File: src/rtl/mem_arb_pkg.sv
// Shared encodings for the CPU/DMA memory port arbiter.
package mem_arb_pkg;

  typedef enum logic [1:0] {
    ST_IDLE  = 2'd0,
    ST_GRANT = 2'd1,
    ST_DONE  = 2'd2,
    ST_BAD   = 2'd3
  } state_e;

  localparam logic OWN_CPU = 1'b0;
  localparam logic OWN_DMA = 1'b1;

endpackage

File: src/rtl/arb2_rr.sv
// Two-port tie-break: fixed CPU priority or round-robin against the last owner.
module arb2_rr
  import mem_arb_pkg::*;
(
  input  logic req_c,
  input  logic req_d,
  input  logic last_owner,
  input  logic prio,
  output logic winner
);

  always_comb begin
    winner = OWN_CPU;
    if (req_c && req_d)
      winner = prio ? OWN_CPU : ~last_owner;
    else if (req_d)
      winner = OWN_DMA;
  end

endmodule

File: src/rtl/mem_port_arbiter.sv
// Sequences CPU and DMA req/ack accesses onto one synchronous RAM, one 3-cycle access at a time.
module mem_port_arbiter
  import mem_arb_pkg::*;
#(
  parameter int DATA_WIDTH   = 32,
  parameter int ADDR_WIDTH   = 9,
  parameter int CPU_PRIORITY = 0
) (
  input  logic                  clk,
  input  logic                  reset,
  input  logic                  cpu_req,
  input  logic                  cpu_we,
  input  logic [ADDR_WIDTH-1:0] cpu_addr,
  input  logic [DATA_WIDTH-1:0] cpu_wdata,
  output logic [DATA_WIDTH-1:0] cpu_rdata,
  output logic                  cpu_ack,
  output logic                  cpu_stall,
  input  logic                  dma_req,
  input  logic                  dma_we,
  input  logic [ADDR_WIDTH-1:0] dma_addr,
  input  logic [DATA_WIDTH-1:0] dma_wdata,
  output logic [DATA_WIDTH-1:0] dma_rdata,
  output logic                  dma_ack,
  output logic [ADDR_WIDTH-1:0] mem_addr,
  output logic [DATA_WIDTH-1:0] mem_wdata,
  output logic                  mem_read,
  output logic                  mem_write,
  output logic                  mem_enable,
  input  logic [DATA_WIDTH-1:0] mem_rdata,
  output logic                  owner,
  output logic                  busy
);

  state_e                state;
  logic                  we_q;
  logic                  last_owner;
  logic                  rd_q;
  logic                  wr_q;
  logic                  winner;
  logic [DATA_WIDTH-1:0] cpu_rdata_q;
  logic [DATA_WIDTH-1:0] dma_rdata_q;

  arb2_rr u_arb (
    .req_c      (cpu_req),
    .req_d      (dma_req),
    .last_owner (last_owner),
    .prio       (1'(CPU_PRIORITY != 0)),
    .winner     (winner)
  );

  always_ff @(posedge clk) begin
    if (!reset) begin
      state       <= ST_IDLE;
      owner       <= OWN_CPU;
      we_q        <= 1'b0;
      last_owner  <= OWN_DMA;
      rd_q        <= 1'b0;
      wr_q        <= 1'b0;
      mem_addr    <= '0;
      mem_wdata   <= '0;
      cpu_ack     <= 1'b0;
      dma_ack     <= 1'b0;
      cpu_rdata_q <= '0;
      dma_rdata_q <= '0;
    end else begin
      cpu_ack <= 1'b0;
      dma_ack <= 1'b0;
      rd_q    <= 1'b0;
      wr_q    <= 1'b0;
      case (state)
        ST_IDLE: begin
          if (cpu_req || dma_req) begin
            owner <= winner;
            if (winner == OWN_DMA) begin
              we_q      <= dma_we;
              mem_addr  <= dma_addr;
              mem_wdata <= dma_wdata;
              rd_q      <= ~dma_we;
              wr_q      <= dma_we;
            end else begin
              we_q      <= cpu_we;
              mem_addr  <= cpu_addr;
              mem_wdata <= cpu_wdata;
              rd_q      <= ~cpu_we;
              wr_q      <= cpu_we;
            end
            state <= ST_GRANT;
          end
        end
        ST_GRANT: begin
          if (owner == OWN_DMA) dma_ack <= 1'b1;
          else                  cpu_ack <= 1'b1;
          state <= ST_DONE;
        end
        ST_DONE: begin
          if (!we_q) begin
            if (owner == OWN_DMA) dma_rdata_q <= mem_rdata;
            else                  cpu_rdata_q <= mem_rdata;
          end
          last_owner <= owner;
          state      <= ST_IDLE;
        end
        default: state <= ST_IDLE;
      endcase
    end
  end

  // Strobes are masked by reset so a reset landing in GRANT keeps the RAM from committing the write.
  assign mem_read   = rd_q & reset;
  assign mem_write  = wr_q & reset;
  assign mem_enable = mem_read | mem_write;

  // RAM data arrives in the ack cycle; bypass it so rdata is valid alongside the ack.
  assign cpu_rdata = (cpu_ack && !we_q) ? mem_rdata : cpu_rdata_q;
  assign dma_rdata = (dma_ack && !we_q) ? mem_rdata : dma_rdata_q;

  assign cpu_stall = cpu_req & ~cpu_ack;
  assign busy      = (state != ST_IDLE);

endmodule

File: config.mk
export PLATFORM = sky130hd
export DESIGN_NAME = mem_port_arbiter
export DESIGN_NICKNAME = d
export VERILOG_FILES = /design/src/rtl/mem_arb_pkg.sv /design/src/rtl/arb2_rr.sv /design/src/rtl/mem_port_arbiter.sv
export SDC_FILE = /design/constraint.sdc
export NUM_CORES = 1
export LEC_CHECK = 0
export CORE_UTILIZATION = 30
export DETAILED_ROUTE_END_ITERATION = 10
export PLACE_DENSITY = 0.72
export SLEW_MARGIN = 20
export SYNTH_ARGS = -nofsm -noshare
export SYNTH_HDL_FRONTEND = slang
export SYNTH_HIERARCHICAL = 1
export SYNTH_SLANG_ARGS = --single-unit
File: constraint.sdc
create_clock -name clk -period 3.72 [get_ports clk]
set_input_delay 0.558 -clock clk [delete_from_list [all_inputs] [get_ports clk]]
set_output_delay 0.558 -clock clk [all_outputs]
set_load 0.03 [all_outputs]
==> impl_metrics.toml, run 1 <==
[outcome]
outcome = "complete, no violations"

[place]
hpwlAfterDp_um = 10000
gp_routability_congestion = 0.711
port_buffers = 232
dpl_cell_area_mm2 = 0.00767

[timing]
finalCritPeriodShare = 0.850
setup_tns_ns = 0
timing.final.max_slew_violations = 0
setup_viol = 0
peak_clock_frequency_supported_by_timing_mhz = 316
period_needed_ns = 3.16
rsz0062_at_grt = "no"
worst_clock_skew_ns = 0.00787
timing.slew.headroom = 0.348
max_slew.worst_pin.slew_ns = 0.977
timing.final.hold_violations = 0

[yosys]
post-synth-top-area-fraction = 0.434
synth_top_cells_by_count = "sky130_fd_sc_hd__dfxtp_1 (114), sky130_fd_sc_hd__nand2_1 (66), sky130_fd_sc_hd__mux2_2 (60), sky130_fd_sc_hd__nand3_1 (56), sky130_fd_sc_hd__mux2i_1 (43)"
synth.area.top_cells = "sky130_fd_sc_hd__dfxtp_1 (43%), sky130_fd_sc_hd__mux2_2 (13%), sky130_fd_sc_hd__mux2i_1 (8.2%), sky130_fd_sc_hd__o2bb2ai_1 (7.0%), sky130_fd_sc_hd__nand3_1 (5.3%)"
synthCells = 532
portion_of_the_post_synthesis_area_used_by_sequential_elements = 0.434
ys_ff_latch = 114
syn_area_mm2 = 0.00526
edff_count_synth = 0
syn-num-nets = 652
synth_area_leader_cell = "sky130_fd_sc_hd__dfxtp_1"
synth.most_common_cell = "sky130_fd_sc_hd__dfxtp_1"
syn-mean-instance-area_um2 = 9.89
yosys_most_used_dff = "sky130_fd_sc_hd__dfxtp_1"
ys_async_sr_fraction = 0
yosys.cell_types.count = 28
synth_warnings = 6

[global_route]
first_global_vias = 4602
grt_use_total = 0.167
antenna_found_initial = 0
wire_length_of_the_first_global_routing_pass_um = 23400
grt-ovfl-total = 0
pin_count_of_the_biggest_net_entering_global_routing = 98

[clock_tree]
numCtsBuffers = 17
cts_tree = "built"
cts_hold_repair.buffers = 0
cts-root-buf = "sky130_fd_sc_hd__clkbuf_16"
cts.reportedPaths.clkPinSlew_ns = 0.06
clock_path_buffers = 2
cts.sink_count = 114
htree_num_levels = 4
cts_post_setup_buffers_inserted = 0
cells_resized_by_post_cts_repair = 0
clk_latency_ns = 0.41

[die]
initial_core_util = 0.305
die_w_um = 134
row_count = 48
core_area_mm2 = 0.0172
fp.dieArea_mm2 = 0.0181
num_io_pins = 233
dieHeight_um = 134

[layout]
count_of_antenna_diodes_in_the_layout = 0
finalNetCount = 860
layout.core_utilization = 0.481
layout-drive-gt1-share = 0.197
final_area_mm2 = 0.00828
syn_to_final_growth_pct = 57.4

[power_and_ir_drop]
ir_worst_vdd_v = 0.000298
p_leak_nw = 3.07
total_power_divided_by_cell_area_mw_per_mm2 = 442

[route]
route.detailed.wl_per_inst_um = 14.9
drt_pre_antenna_iters = 4
drt_first_iter_violations = 195
post_route_ant_nets = 0
dr_total_vias = 4602
route.detailed.drc = 0
post_drt_via_cell_ratio = 4.71
wl_um = 14500

[setup_path]
cp-end-kind = "output pin"
worst_r2r_startpoint = "owner"
worstPathArrival_ns = 2.60
worst_path_max_delay_cell = "sky130_fd_sc_hd__nand2b_2"
worstSetupEndpoint = "cpu_rdata[16]"
setup.reg_to_reg.worst_slack_ns = 1.72
critPathLaunchType = "flip-flop"
worst-path-max-fanout = 32
critical_path.cell_chain = "nand2b_2 -> mux2_2 -> clkdlybuf4s50_1"
worstReg2RegEnd = "dma_rdata_q[12]"
reg2regPathDepth = 4
worst_path_largest_cell_delay_ns = 0.75
cp_data_required_time_ns = 3.16
crit_path_start = "we_q"
critical_setup_path_kind = "reg -> out"

[flow_run]
max_cap_viol_count = 0

[worst_hold_path]
holdCritPathClass = "reg -> reg"
## cells by family (layout without fill, tap and decap cells)
| family | after synthesis | count (layout) | share of synthesized area |
|---|---|---|---|
| other | 1 | 1 | 0.000713 |
| AOI/OAI and AO/OA | 109 | 109 | 0.158 |
| muxes | 107 | 107 | 0.219 |
| DFF | 114 | 114 | 0.434 |
| buffers and inverters | 53 | 274 | 0.0521 |
| and+or+nand+nor | 148 | 148 | 0.137 |
## cells in the final DEF, fill, tap and decap left out, types with 4 or more instances in the layout
cell / Yosys / final
sky130_fd_sc_hd__clkdlybuf4s50_1: 0 / 231
sky130_fd_sc_hd__dfxtp_1: 114 / 114
sky130_fd_sc_hd__nand2_1: 66 / 66
sky130_fd_sc_hd__mux2_2: 60 / 60
sky130_fd_sc_hd__nand3_1: 56 / 56
sky130_fd_sc_hd__mux2i_1: 43 / 43
sky130_fd_sc_hd__o2bb2ai_1: 42 / 42
sky130_fd_sc_hd__o21ai_2: 32 / 32
sky130_fd_sc_hd__o21ai_0: 32 / 32
sky130_fd_sc_hd__clkbuf_16: 0 / 17
sky130_fd_sc_hd__buf_4: 0 / 9
sky130_fd_sc_hd__nand3_2: 8 / 8
sky130_fd_sc_hd__nor2_1: 4 / 4
sky130_fd_sc_hd__mux2_1: 4 / 4
sky130_fd_sc_hd__and2_1: 5 / 4
sky130_fd_sc_hd__clkinv_4: 0 / 4
## routing by layer
metal	routed length, um	part of all wire	track usage	vias up
met5	0	0	0	-
met4	201	0.014	0.0599	0
met3	1210	0.083	0.0703	12
met2	6710	0.46	0.270	165
met1	6420	0.44	0.196	2090
li1	-	-	-	2335
## registers in the layout, indices dropped and copies added (netlist names)
| register | cells |
|---|---|
| cpu_ack | 1 |
| cpu_rdata_q | 32 |
| dma_ack | 1 |
| dma_rdata_q | 32 |
| last_owner | 1 |
| mem_addr | 9 |
| mem_wdata | 32 |
| owner | 1 |
| rd_q | 1 |
| state | 2 |
| we_q | 1 |
| wr_q | 1 |
## per-stage QoR
| step | total power, W | hold WS, ns | worst slack [ns] | cells |
|---|---|---|---|---|
| final | 0.00366 | 0.454 | 0.559 | 978 |
| after detailed placement | 0.00201 | 0.446 | 0.959 | 946 |
| after floorplan | 0.00169 | 0.432 | 1.66 | 532 |
| after global routing | 0.00382 | 0.474 | 0.408 | 978 |
| after global placement | 0.00201 | 0.443 | 1.03 | 946 |
| after CTS | 0.00372 | 0.457 | 0.503 | 978 |
## worst min path at each step
stage / from / endpoint / slack (ns) / cells past startpoint
after floorplan: dma_rdata_q[5] / dma_rdata_q[5] / 0.43 / 2
after global placement: dma_rdata_q[9] / dma_rdata_q[9] / 0.44 / 2
after detailed placement: mem_wdata[11] / mem_wdata[11] / 0.45 / 1
after CTS: dma_rdata_q[22] / dma_rdata_q[22] / 0.46 / 2
after global routing: dma_rdata_q[22] / dma_rdata_q[22] / 0.47 / 2
final: dma_rdata_q[22] / dma_rdata_q[22] / 0.45 / 2
## worst max-delay path, delay by kind of cell, from the launching register on
kind	cells	cell delay, ns
buf+inv	1	0.59
flops	1	0.42
mux	1	0.42
simple gates	1	0.75
## area by class of cell
cell class	count	area, um2
Clock inverter	15	184
Clock buffer	17	425
Inverter	2	7.51
Fill cell	1613	8950
Multi-Input combinational cell	365	2720
Tap cell	225	282
Sequential cell	114	2280
Timing Repair Buffer	240	2380
## power breakdown
part / total [W] / internal [W] / switching, W
clock network: 0.00168 / 0.00106 / 0.000619
registers: 0.00132 / 0.00128 / 0.0000380
logic: 0.000663 / 0.000320 / 0.000343
total: 0.00366 / 0.00266 / 0.00100
Note: power is estimated with default switching activity, not from simulation.
==> run 2, diff against run 1 <==
==> constraint.sdc (replaced) <==
create_clock -name clk -period 3 [get_ports clk]
set_input_delay 0.45 -clock clk [delete_from_list [all_inputs] [get_ports clk]]
set_output_delay 0.45 -clock clk [all_outputs]
set_load 0.03 [all_outputs]
==> run 2 against run 1 <==
  * Non-clock buffer count grew 2
  * Cell count grew 0.20%
  * Sequential share of layout area shrank 0.10 points
  * Via count grew 0.41%
  * Sequential power grew 24%
  * Hold slack lost 0.20 ns
  * Critical path type unchanged
  * Critical endpoint is now cpu_rdata[22]
  * Largest power group unchanged
==> impl_metrics.toml, run 2 (synthesis gave the netlist of run 1 again) <==
[place]
gp_routability_congestion = 0.693
hpwlAfterDp_um = 10100
setup_slack_placement_ns = 0.435
port_buffers = 232

[global_route]
pin_count_of_the_biggest_net_entering_global_routing = 79
first_global_vias = 4609
grt-ovfl-total = 0
grt_use_total = 0.167
antenna_found_initial = 0
wire_length_of_the_first_global_routing_pass_um = 23400

[outcome]
outcome = "complete, no violations"

[clock_tree]
cts-root-buf = "sky130_fd_sc_hd__clkbuf_16"
clock_path_buffers = 2
cells_resized_by_post_cts_repair = 1
cts.reportedPaths.clkPinSlew_ns = 0.06
numCtsBuffers = 17
cts.sink_count = 114
cts_tree = "built"
cts_hold_repair.buffers = 0
htree_num_levels = 4
cts_post_setup_buffers_inserted = 0
clk_latency_ns = 0.41

[setup_path]
setup.reg_to_reg.worst_slack_ns = 1.21
worstPathArrival_ns = 2.36
cp_data_required_time_ns = 2.55
cp-end-kind = "output pin"
critical_setup_path_kind = "reg -> out"
reg2regPathDepth = 3
worst_r2r_startpoint = "owner"
worstReg2RegEnd = "cpu_rdata_q[9]"
critPathLaunchType = "flip-flop"
worst-path-max-fanout = 13

[layout]
syn_to_final_growth_pct = 58.0
count_of_antenna_diodes_in_the_layout = 0
mostFrequentLayoutCells = "sky130_fd_sc_hd__clkdlybuf4s50_1 (231), sky130_fd_sc_hd__dfxtp_1 (114), sky130_fd_sc_hd__nand2_1 (66), sky130_fd_sc_hd__mux2_2 (60), sky130_fd_sc_hd__nand3_1 (56)"
mostFrequentLayoutCell = "sky130_fd_sc_hd__clkdlybuf4s50_1"
finalNetCount = 862
layout-drive-gt1-share = 0.199
largest_registers = "cpu_rdata_q x32, dma_rdata_q x32, mem_wdata x32"
fillers = 1626

[die]
row_count = 48
initial_core_util = 0.305
die_w_um = 134
fp.dieArea_mm2 = 0.0181
num_io_pins = 233
dieHeight_um = 134
core_area_mm2 = 0.0172

[worst_hold_path]
timing.hold.worst_endpoint = "last_owner"
holdCritPathClass = "in -> reg"
hold_path.startpoint = "reset"
whs_path_depth = 2

[timing]
timing.final.max_slew_violations = 0
peak_clock_frequency_supported_by_timing_mhz = 356
timing.final.hold_violations = 0
finalWorstSetupSlack_ns = 0.192
worst_clock_skew_ns = 0.0118
finalCritPeriodShare = 0.936
max_slew.worst_pin.slew_ns = 0.967
setup_tns_ns = 0
period_needed_ns = 2.81
timing.slew.headroom = 0.355
setup_viol = 0
rsz0062_at_grt = "no"

[route]
drt_first_iter_violations = 156
route.detailed.drc = 0
post_route_ant_nets = 0
drt_pre_antenna_iters = 4
route.detailed.wl_per_inst_um = 14.8
post_drt_via_cell_ratio = 4.72
dr_total_vias = 4621
wl_um = 14500

[power_and_ir_drop]
ir_worst_vdd_v = 0.000373
p_leak_nw = 3.07
proportion_of_power_drawn_by_flip_flops_and_latches = 0.366
clock_power_share = 0.449
p_int_w = 0.00325
combPwrFrac = 0.185
sw_ratio = 0.275
total_power_divided_by_cell_area_mw_per_mm2 = 539
power_dissipated_by_switching_net_loads_w = 0.00123

[flow_run]
max_cap_viol_count = 0
-- run 2: changes by cell type in the layout (fill, tap and decap cells not counted), sizes merged --
| cell | delta |
|---|---|
| inv | +1 |
| clkbuf | +1 |
| clkinv | -3 |
| bufinv | -1 |
| clkinvlp | +2 |
| buf | +2 |
-- run 2: metrics by stage --
stage	util	total power, W	std cells	cell area (um2)	hold slack [ns]
global route	0.482	0.00469	980	8310	0.242
CTS	0.482	0.00455	980	8310	0.239
detailed placement	0.448	0.00251	948	7710	0.447
finish	0.482	0.00448	980	8310	0.254
global placement	0.448	0.00250	948	7710	0.443
floorplan	-	0.00210	532	5260	0.432
-- run 2: worst max-delay path by stage --
stage / startpoint / endpoint / cells past startpoint
floorplan: dma_ack / dma_rdata[5] / 4
finish: we_q / cpu_rdata[22] / 4
global route: we_q / cpu_rdata[11] / 4
CTS: we_q / cpu_rdata[22] / 4
detailed placement: we_q / cpu_rdata[13] / 4
global placement: cpu_req / cpu_stall / 3
-- run 2: layout make-up --
type	count	area (um2)	area share
Clock buffer	18	439	0.0528
Clock inverter	14	155	0.0187
Inverter	2	7.51	0.000903
Multi-Input combinational cell	365	2730	0.328
Tap cell	225	282	0.0339
Timing Repair Buffer	242	2420	0.291
Sequential cell	114	2280	0.275
-- run 2: routing by layer --
layer	vias to the layer above	part of all wire	global-route usage
met3	12	0.089	0.0737
met4	0	0.012	0.0593
met5	-	0	0
met2	163	0.48	0.277
met1	2106	0.42	0.191
li1	2340	-	-
-- run 2: worst max-delay path, stage by stage (launching register included) --
cell	delay (ns)
sky130_fd_sc_hd__dfxtp_1	0.43
sky130_fd_sc_hd__nand2b_4	0.32
sky130_fd_sc_hd__buf_4	0.25
sky130_fd_sc_hd__mux2_2	0.36
sky130_fd_sc_hd__clkdlybuf4s50_1	0.59
-- run 2: power groups by stage --
stage / Clock, W / Sequential (W) / Combinational [W]
2_1_floorplan: 0 / 0.00177 / 0.000332
3_3_place_gp: 0 / 0.00167 / 0.000831
3_5_place_dp: 0 / 0.00167 / 0.000836
4_1_cts: 0.00207 / 0.00164 / 0.000839
5_1_grt: 0.00216 / 0.00165 / 0.000885
6_report: 0.00201 / 0.00164 / 0.000830
